File: config.mk
export PLATFORM = sky130hd
export DESIGN_NAME = rr_arb_mux
export DESIGN_NICKNAME = d
export VERILOG_FILES = /design/src/rtl/rr_arb_mux.sv
export SDC_FILE = /design/constraint.sdc
export NUM_CORES = 1
export LEC_CHECK = 0
export ABC_AREA = 1
export CAP_MARGIN = 20
export CORE_ASPECT_RATIO = 1.25
export CORE_MARGIN = 2
export CORE_UTILIZATION = 25
export CTS_BUF_LIST = sky130_fd_sc_hd__clkbuf_4
export CTS_CLUSTER_SIZE = 24
export DETAILED_ROUTE_END_ITERATION = 7
export GPL_TIMING_DRIVEN = 0
export RECOVER_POWER = 25
export SYNTH_ARGS = -nofsm -noshare
export SYNTH_HDL_FRONTEND = slang
export SYNTH_SLANG_ARGS = --single-unit
File: constraint.sdc
create_clock -name clk -period 6.62 [get_ports clk]
set_input_delay 1.986 -clock clk [delete_from_list [all_inputs] [get_ports clk]]
set_output_delay 1.986 -clock clk [all_outputs]
set_load 0.005 [all_outputs]
File: src/rtl/rr_arb_mux.sv
// rr_arb_mux: NCH-channel round-robin / fixed-priority arbiter feeding one registered output slot.
// Latency: 1 cycle from an accepted input word to out_valid/out_data/out_sel.
// Backpressure: an empty slot or out_ready=1 lets a new word load in the same cycle (no bubble);
//               with the slot full and out_ready=0 every in_ready is 0.
//
// Ports:
//   clk, rst_n         - clock; synchronous active-low reset
//   mode               - 0 = round-robin from ptr, 1 = fixed priority (lowest index wins)
//   in_data/in_valid   - packed per-channel data (channel i at [i*WIDTH +: WIDTH]) and requests
//   in_ready           - per-channel accept, combinational, at most one bit high
//   out_data/out_sel   - registered winning word and the index of the channel that supplied it
//   out_valid          - registered; the output slot holds a word
//   out_ready          - downstream accept
module rr_arb_mux #(
    parameter int WIDTH = 4,
    parameter int NCH   = 4,
    parameter int SELW  = 2
) (
    input  logic                 clk,
    input  logic                 rst_n,
    input  logic                 mode,
    input  logic [NCH*WIDTH-1:0] in_data,
    input  logic [NCH-1:0]       in_valid,
    output logic [NCH-1:0]       in_ready,
    output logic [WIDTH-1:0]     out_data,
    output logic                 out_valid,
    input  logic                 out_ready,
    output logic [SELW-1:0]      out_sel
);

    typedef enum logic {
        ST_EMPTY = 1'b0,
        ST_FULL  = 1'b1
    } state_t;

    state_t            state_q, state_d;
    logic [SELW-1:0]   ptr_q, ptr_d;
    logic [SELW-1:0]   sel_q, sel_d;
    logic [WIDTH-1:0]  data_q, data_d;

    logic [NCH-1:0]    grant;
    logic [SELW-1:0]   gnt_idx;
    logic              gnt_any;
    logic [SELW-1:0]   cand;
    logic [WIDTH-1:0]  gnt_data;
    logic              load_en;
    logic              xfer;

    // (base + off) mod NCH. Both operands are below NCH, so a single
    // conditional subtract keeps the result in range for any NCH, which
    // is what stops ptr from ever reaching an unused code when NCH is not
    // a power of two.
    function automatic logic [SELW-1:0] wrap_inc(input logic [SELW-1:0] base,
                                                 input int unsigned     off);
        int unsigned s;
        s = 32'(base) + off;
        if (s >= $unsigned(NCH)) begin
            s = s - $unsigned(NCH);
        end
        return s[SELW-1:0];
    endfunction

    // Arbitration: walk NCH candidates in priority order and keep the first
    // requester. Fixed priority walks 0..NCH-1; round-robin starts at ptr.
    always_comb begin
        grant   = '0;
        gnt_idx = '0;
        gnt_any = 1'b0;
        cand    = '0;
        for (int k = 0; k < NCH; k++) begin
            cand = mode ? SELW'(k) : wrap_inc(ptr_q, k);
            if (!gnt_any && in_valid[cand]) begin
                gnt_any = 1'b1;
                gnt_idx = cand;
            end
        end
        if (gnt_any) begin
            grant[gnt_idx] = 1'b1;
        end
    end

    assign gnt_data = in_data[gnt_idx*WIDTH +: WIDTH];

    // The slot can take a word when it is empty or being drained this cycle.
    assign load_en  = (state_q == ST_EMPTY) || out_ready;

    // Gating with rst_n keeps a requester from believing it was consumed in
    // a reset cycle, since the register update is discarded by the reset.
    assign xfer     = rst_n && load_en && gnt_any;
    assign in_ready = xfer ? grant : '0;

    // Next-state / datapath
    always_comb begin
        state_d = state_q;
        ptr_d   = ptr_q;
        sel_d   = sel_q;
        data_d  = data_q;

        case (state_q)
            ST_EMPTY: begin
                if (xfer) begin
                    state_d = ST_FULL;
                end
            end
            ST_FULL: begin
                if (out_ready && !xfer) begin
                    // Drained with nothing to replace it; data/sel keep their values.
                    state_d = ST_EMPTY;
                end
            end
            default: begin
                state_d = ST_EMPTY;
            end
        endcase

        // The pointer advances past every winner in either mode so that a
        // switch back to round-robin resumes after the last served channel.
        if (xfer) begin
            data_d = gnt_data;
            sel_d  = gnt_idx;
            ptr_d  = wrap_inc(gnt_idx, 1);
        end
    end

    always_ff @(posedge clk) begin
        if (!rst_n) begin
            state_q <= ST_EMPTY;
            ptr_q   <= '0;
            sel_q   <= '0;
            data_q  <= '0;
        end else begin
            state_q <= state_d;
            ptr_q   <= ptr_d;
            sel_q   <= sel_d;
            data_q  <= data_d;
        end
    end

    assign out_valid = (state_q == ST_FULL);
    assign out_data  = data_q;
    assign out_sel   = sel_q;

endmodule

Word-level counts from Yosys, hierarchy flattened
Cells that the tools add are included.
{"block": "totals", "reg_bits": 9, "out_inout_bits": 11, "input_bits": 24}
{"block": "classes", "add_sub_neg": 9, "shift": 1, "reduce_logical": 12, "bitwise": 1, "order_cmp": 11, "n_mux": 32}
{"cell": "$mux W2", "n": 13}
{"cell": "$shiftx A16 B5 Y4", "n": 1}
{"cell": "$lt A2 B3 Y1 const B", "n": 5}
{"cell": "$ge A3 B3 Y1 const B", "n": 4}
{"cell": "$mux W1", "n": 11}
{"cell": "$sub A2 B1 Y2 const B", "n": 5}
{"cell": "$bmux W1 S2", "n": 4}
{"cell": "$mux W4", "n": 2}
{"cell": "$logic_and A1 B1 Y1", "n": 7}
{"cell": "$add A2 B1 Y3 const B", "n": 2}
{"cell": "$add A2 B2 Y3 const B", "n": 2}
{"cell": "$logic_not A1 Y1", "n": 4}
{"cell": "$ge A2 B3 Y1 const B", "n": 1}
{"cell": "$demux W1 S2", "n": 1}
{"cell": "$ge A2 B1 Y1 const B", "n": 1}
{"cell": "$pmux W1 S2", "n": 1}
{"cell": "$logic_or A1 B1 Y1", "n": 1}
{"cell": "$not A1 Y1", "n": 1}

Logic depth before layout (Yosys ltp)
Gate-level depths: netlist of run 1.
{"block": "logic_depth", "word_depth": 21, "ltp_mapped": 16}

Worst setup path after synthesis of run 1
OpenSTA, ideal clock, no wires.
{"block": "synth_path", "path_type": "input-to-output", "from": "in mode", "to": "out in_ready[1]", "t_arrival_ns": 3.075, "stages": 12, "path_slack_ns": 1.559, "cell_sequence": "inv_4 > nand2_2 > buf_6 > nand2_1 > nand3_1 > nand2_2 > nand3_2 > nand3_2 > nand2_4 > nor2_4 > nand2_2 > inv_1"}
{"block": "synth_via", "elab_chain_cells": 19, "elab_cells_between_ends": 34, "cone_classes": "2 x order compare; 24 x mux; 8 x reduce/logical"}
{"element": "start: declaration", "line_no": "21", "rtl": "input logic mode,"}
{"element": "$mux W2", "line_no": "71", "rtl": "cand = mode ? SELW'(k) : wrap_inc(ptr_q, k);"}
{"element": "$bmux W1 S2", "line_no": "72", "rtl": "if (!gnt_any && in_valid[cand]) begin"}
{"element": "$mux W1 (implied by the code)", "line_no": "72"}
{"element": "$mux W1", "line_no": "72"}
{"element": "$logic_not A1 Y1", "line_no": "72"}
{"element": "$logic_and A1 B1 Y1", "line_no": "72"}
{"element": "$mux W1", "line_no": "72"}
{"element": "$logic_not A1 Y1", "line_no": "72"}
{"element": "[3 not listed]"}
{"element": "$logic_and A1 B1 Y1", "line_no": "72"}
{"element": "$mux W2", "line_no": "72"}
{"element": "$lt A2 B3 Y1 (implied by the code) or $ge A2 B1 Y1 (tied branches)", "line_no": "78", "rtl": "grant[gnt_idx] = 1'b1;"}
{"element": "$logic_and A1 B1 Y1 (implied by the code)", "line_no": "78"}
{"element": "$mux W1 (implied by the code)", "line_no": "78"}
{"element": "$demux W1 S2", "line_no": "78"}
{"element": "$mux W4", "line_no": "77", "rtl": "if (gnt_any) begin"}
{"element": "$mux W4 (*)", "line_no": "90", "rtl": "assign in_ready = xfer ? grant : '0;"}
{"element": "end: declaration", "line_no": "24", "rtl": "output logic [NCH-1:0] in_ready,"}
Mark *: on every way between the ends. The rest lies on a longest branch, timed or not. The select of a mux whose other input is x is not followed.

Worst setup path in the final report of run 1
{"block": "layout_path", "from": "in mode", "to": "out in_ready[0]"}
The elaborated chain is that of the path after synthesis.

==> reports/metrics.csv, run 1 <==
stage,metric,value,unit
die,die_height,72.3,um
place,portBuffers,33,
grt,grt_remaining_overflow,0,
grt,antenna_found_initial,0,
place,dp_hpwl,1970,um
setup_path,startpoint,mode,
die,start_util,26.3,%
clocking,cts_root_buf,clkbuf_4,
hold_path,hold_class,reg2reg,
route,drc_errors,0,
grt,grt_pass1_wl,4230,um
hold_path,holdCritStartpoint,out_sel[1]$_SDFFE_PN0P_,
timing,fmax,158,MHz
clocking,cts_hold_buf,0,
clocking,cts_resized,0,
setup_path,reg2reg_slack,4.73,ns
setup_path,r2r_end,ptr_q[1]$_SDFFE_PN0P_,
synthesis,synth-xor-area-share,0,%
timing,maxSlewViolCount,0,
die,ios,35,
power_and_ir_drop,finalPower,0.367,mW
synthesis,synth_top_family_by_area,simple AND/OR/NAND/NOR gates,
finish,area_delta_synth_final,43.8,%
place,gp_congestion,0.753,
synthesis,ys_ff_latch,9,
setup_path,slowest_delay,0.55,ns
setup_path,arrival,4.35,ns
synthesis,syn_inst,155,
setup_path,r2r_start,ptr_q[1]$_SDFFE_PN0P_,
die,num_rows,24,
synthesis,synth_nets,179,
power_and_ir_drop,power.leakage,0.651,nW
route,vias,1069,
setup_path,path_cells,"clkdlybuf4s50_1, inv_4, nand2_2, buf_6, nand2_1, nand3_1, nand2_2, nand3_2, nand3_2, nand2_4, nand2_1, nor2_1, clkdlybuf4s50_1",
timing,tns,0,ns
power_and_ir_drop,p_per_area,274,nW/um2
route,finalWirelength,2420,um
power_and_ir_drop,vdd_drop_max,0.132,mV
clocking,clockBufferDepth,2,
clocking,cts_tree,done,
setup_path,crit_path_end_kind,primary output,
place,placed_area,1310,um2
setup_path,critPathCapture,in_ready[0],
clocking,htree_num_levels,1,
timing,finalSetupViolations,0,
clocking,cts_buffers,3,
synthesis,syn_area,933,um2
timing,relSlewSlack,83.2,%
clocking,cts.clk_slew.worst_paths,0.06,ns
finish,drive_above_1_share,16.7,%
finish,n_fill_cell,393,
die,die-area,4240,um2
timing,finalCriticalPeriod,6.34,ns
route,antenna_left,0,
synthesis,avgSynthCellArea,6.02,um2
clocking,insertion_delay,0.26,ns
setup_path,worstRegToRegCells,13,
synthesis,yosys.area_share.simple,64.9,%
grt,grt_start_max_net_pins,11,
timing,finalClockSkew,0.000670,ns
synthesis,synth_fa_ha_area_share,0,%
route,dr.pass1.iters,4,
job,cap_violations,0,
finish,nets,217,
clocking,post_cts_buffers,0,
timing,finalCritPeriodShare,95.7,%
synthesis,yosys_warnings,0,
setup_path,cp.required,4.63,ns
timing,hold_viol_final,0,
synthesis,synth_compound_area_share,6.17,%
route,wl_per_cell,10.5,um
status,status,finished clean,
route,drt_iter0_markers,37,
die,core_area,3540,um2
grt,grt_pass1_vias,1059,
die,fp.dieW,58.7,um
timing,grt_setup_unrepaired,no,
synthesis,seq_area_frac_synth,19.3,%
setup_path,worstSetupPathType,in2out,
route,vias_per_cell,4.63,
timing,max_slew.worst_pin.slew,0.252,ns
synthesis,synthMuxAreaShare,0,%
finish,final_area,1340,um2
finish,post-route-util,37.9,%
setup_path,cp_slowest_cell,clkdlybuf4s50_1,
grt,grt_usage,12.3,%
setup_path,startpoint_type,input pin,
setup_path,worstPathMaxFanout,10,
finish,n_antenna_cell,0,
synthesis,synth.distinct_cells,23,
clocking,clock_sinks,9,
-- worst min path at each step --
stage	endpoint	cells past startpoint	slack, ns
after detailed placement	out_sel[1]$_SDFFE_PN0P_	2	0.46
after CTS	out_sel[1]$_SDFFE_PN0P_	2	0.47
final	out_sel[1]$_SDFFE_PN0P_	2	0.47
after global placement	out_sel[1]$_SDFFE_PN0P_	2	0.46
after floorplan	out_sel[1]$_SDFFE_PN0P_	2	0.46
after global routing	out_data[3]$_SDFFE_PN0P_	2	0.50
-- layout by cell type (no fill, tap or decap), types with 4 or more instances in the layout --
master and instances:
nand2_1 47, nand3_1 44, clkdlybuf4s50_1 28, inv_1 13, dfxtp_1 9, nor2_1 7
nand2_2 6, dlygate4sd3_1 5, nand3_2 4, clkbuf_4 4
-- routing by layer --
| layer | up-vias | routed length (um) | global-route usage [%] |
|---|---|---|---|
| li1 | 587 | - | - |
| met1 | 453 | 1140 | 15.6 |
| met2 | 26 | 1160 | 21.5 |
| met3 | 3 | 81 | 0.535 |
| met4 | 0 | 36 | 5.30 |
| met5 | - | 0 | 0 |
-- critical path, delay by kind of cell --
kind / cells / cell delay (ns)
buffers and inverters: 4 / 1.28
and+or+nand+nor: 9 / 1.09
-- flip-flops by register name, summed over array words and instances, names as in the netlist --
name	flops
ptr_q	2
out_data	4
out_valid	1
out_sel	2
-- Yosys cell counts, drive strengths merged --
cell    number  area (um2)
a21boi       1        7.51
a21oi        3        18.8
buf          3        23.8
dfxtp        9         180
inv         17        66.3
nand2       56         248
nand3       48         260
nand4        3        25.0
nor2        12        72.6
o21ai        1        5.00
o21bai       1        18.8
o31ai        1        7.51
-- power breakdown --
group	switching [mW]	total, mW	leakage, nW	internal (mW)
combinational	0.142	0.241	0.558	0.0999
clock	0.0183	0.0456	0.0184	0.0273
sequential	0.00891	0.0803	0.0746	0.0714
total	0.169	0.367	0.651	0.199
-- area by class of cell --
class	instances	area, um2	area share [%]
multi-input cells	126	663	49.4
repair buffers	33	330	24.6
flip-flops and latches	9	180	13.4
inverters	17	66.3	4.94
well taps	39	48.8	3.63
clock buffers	4	30.0	2.24
plain buffers	3	23.8	1.77
-- per-stage QoR --
step / hold slack [ns] / instances / setup slack (ns)
after floorplan: 0.460 / 155 / 1.56
after global placement: 0.464 / 227 / 0.290
after detailed placement: 0.459 / 227 / 0.312
after CTS: 0.471 / 231 / 0.288
after global routing: 0.505 / 231 / 0.125
final: 0.465 / 231 / 0.283
-- kinds of logic (layout without fill, tap and decap cells) --
family	Yosys count	after routing
buffers and inverters	20	57
flip-flops	9	9
AND/OR/NAND/NOR	119	119
AO/OA/AOI/OAI	7	7
(Power assumes the default switching activity.)
==> inputs of run 2 (changes only) <==
- SLEW_MARGIN: not set -> 30
==> results of run 2 <==
Final layout, timing and power as in run 1 (identical DEF).
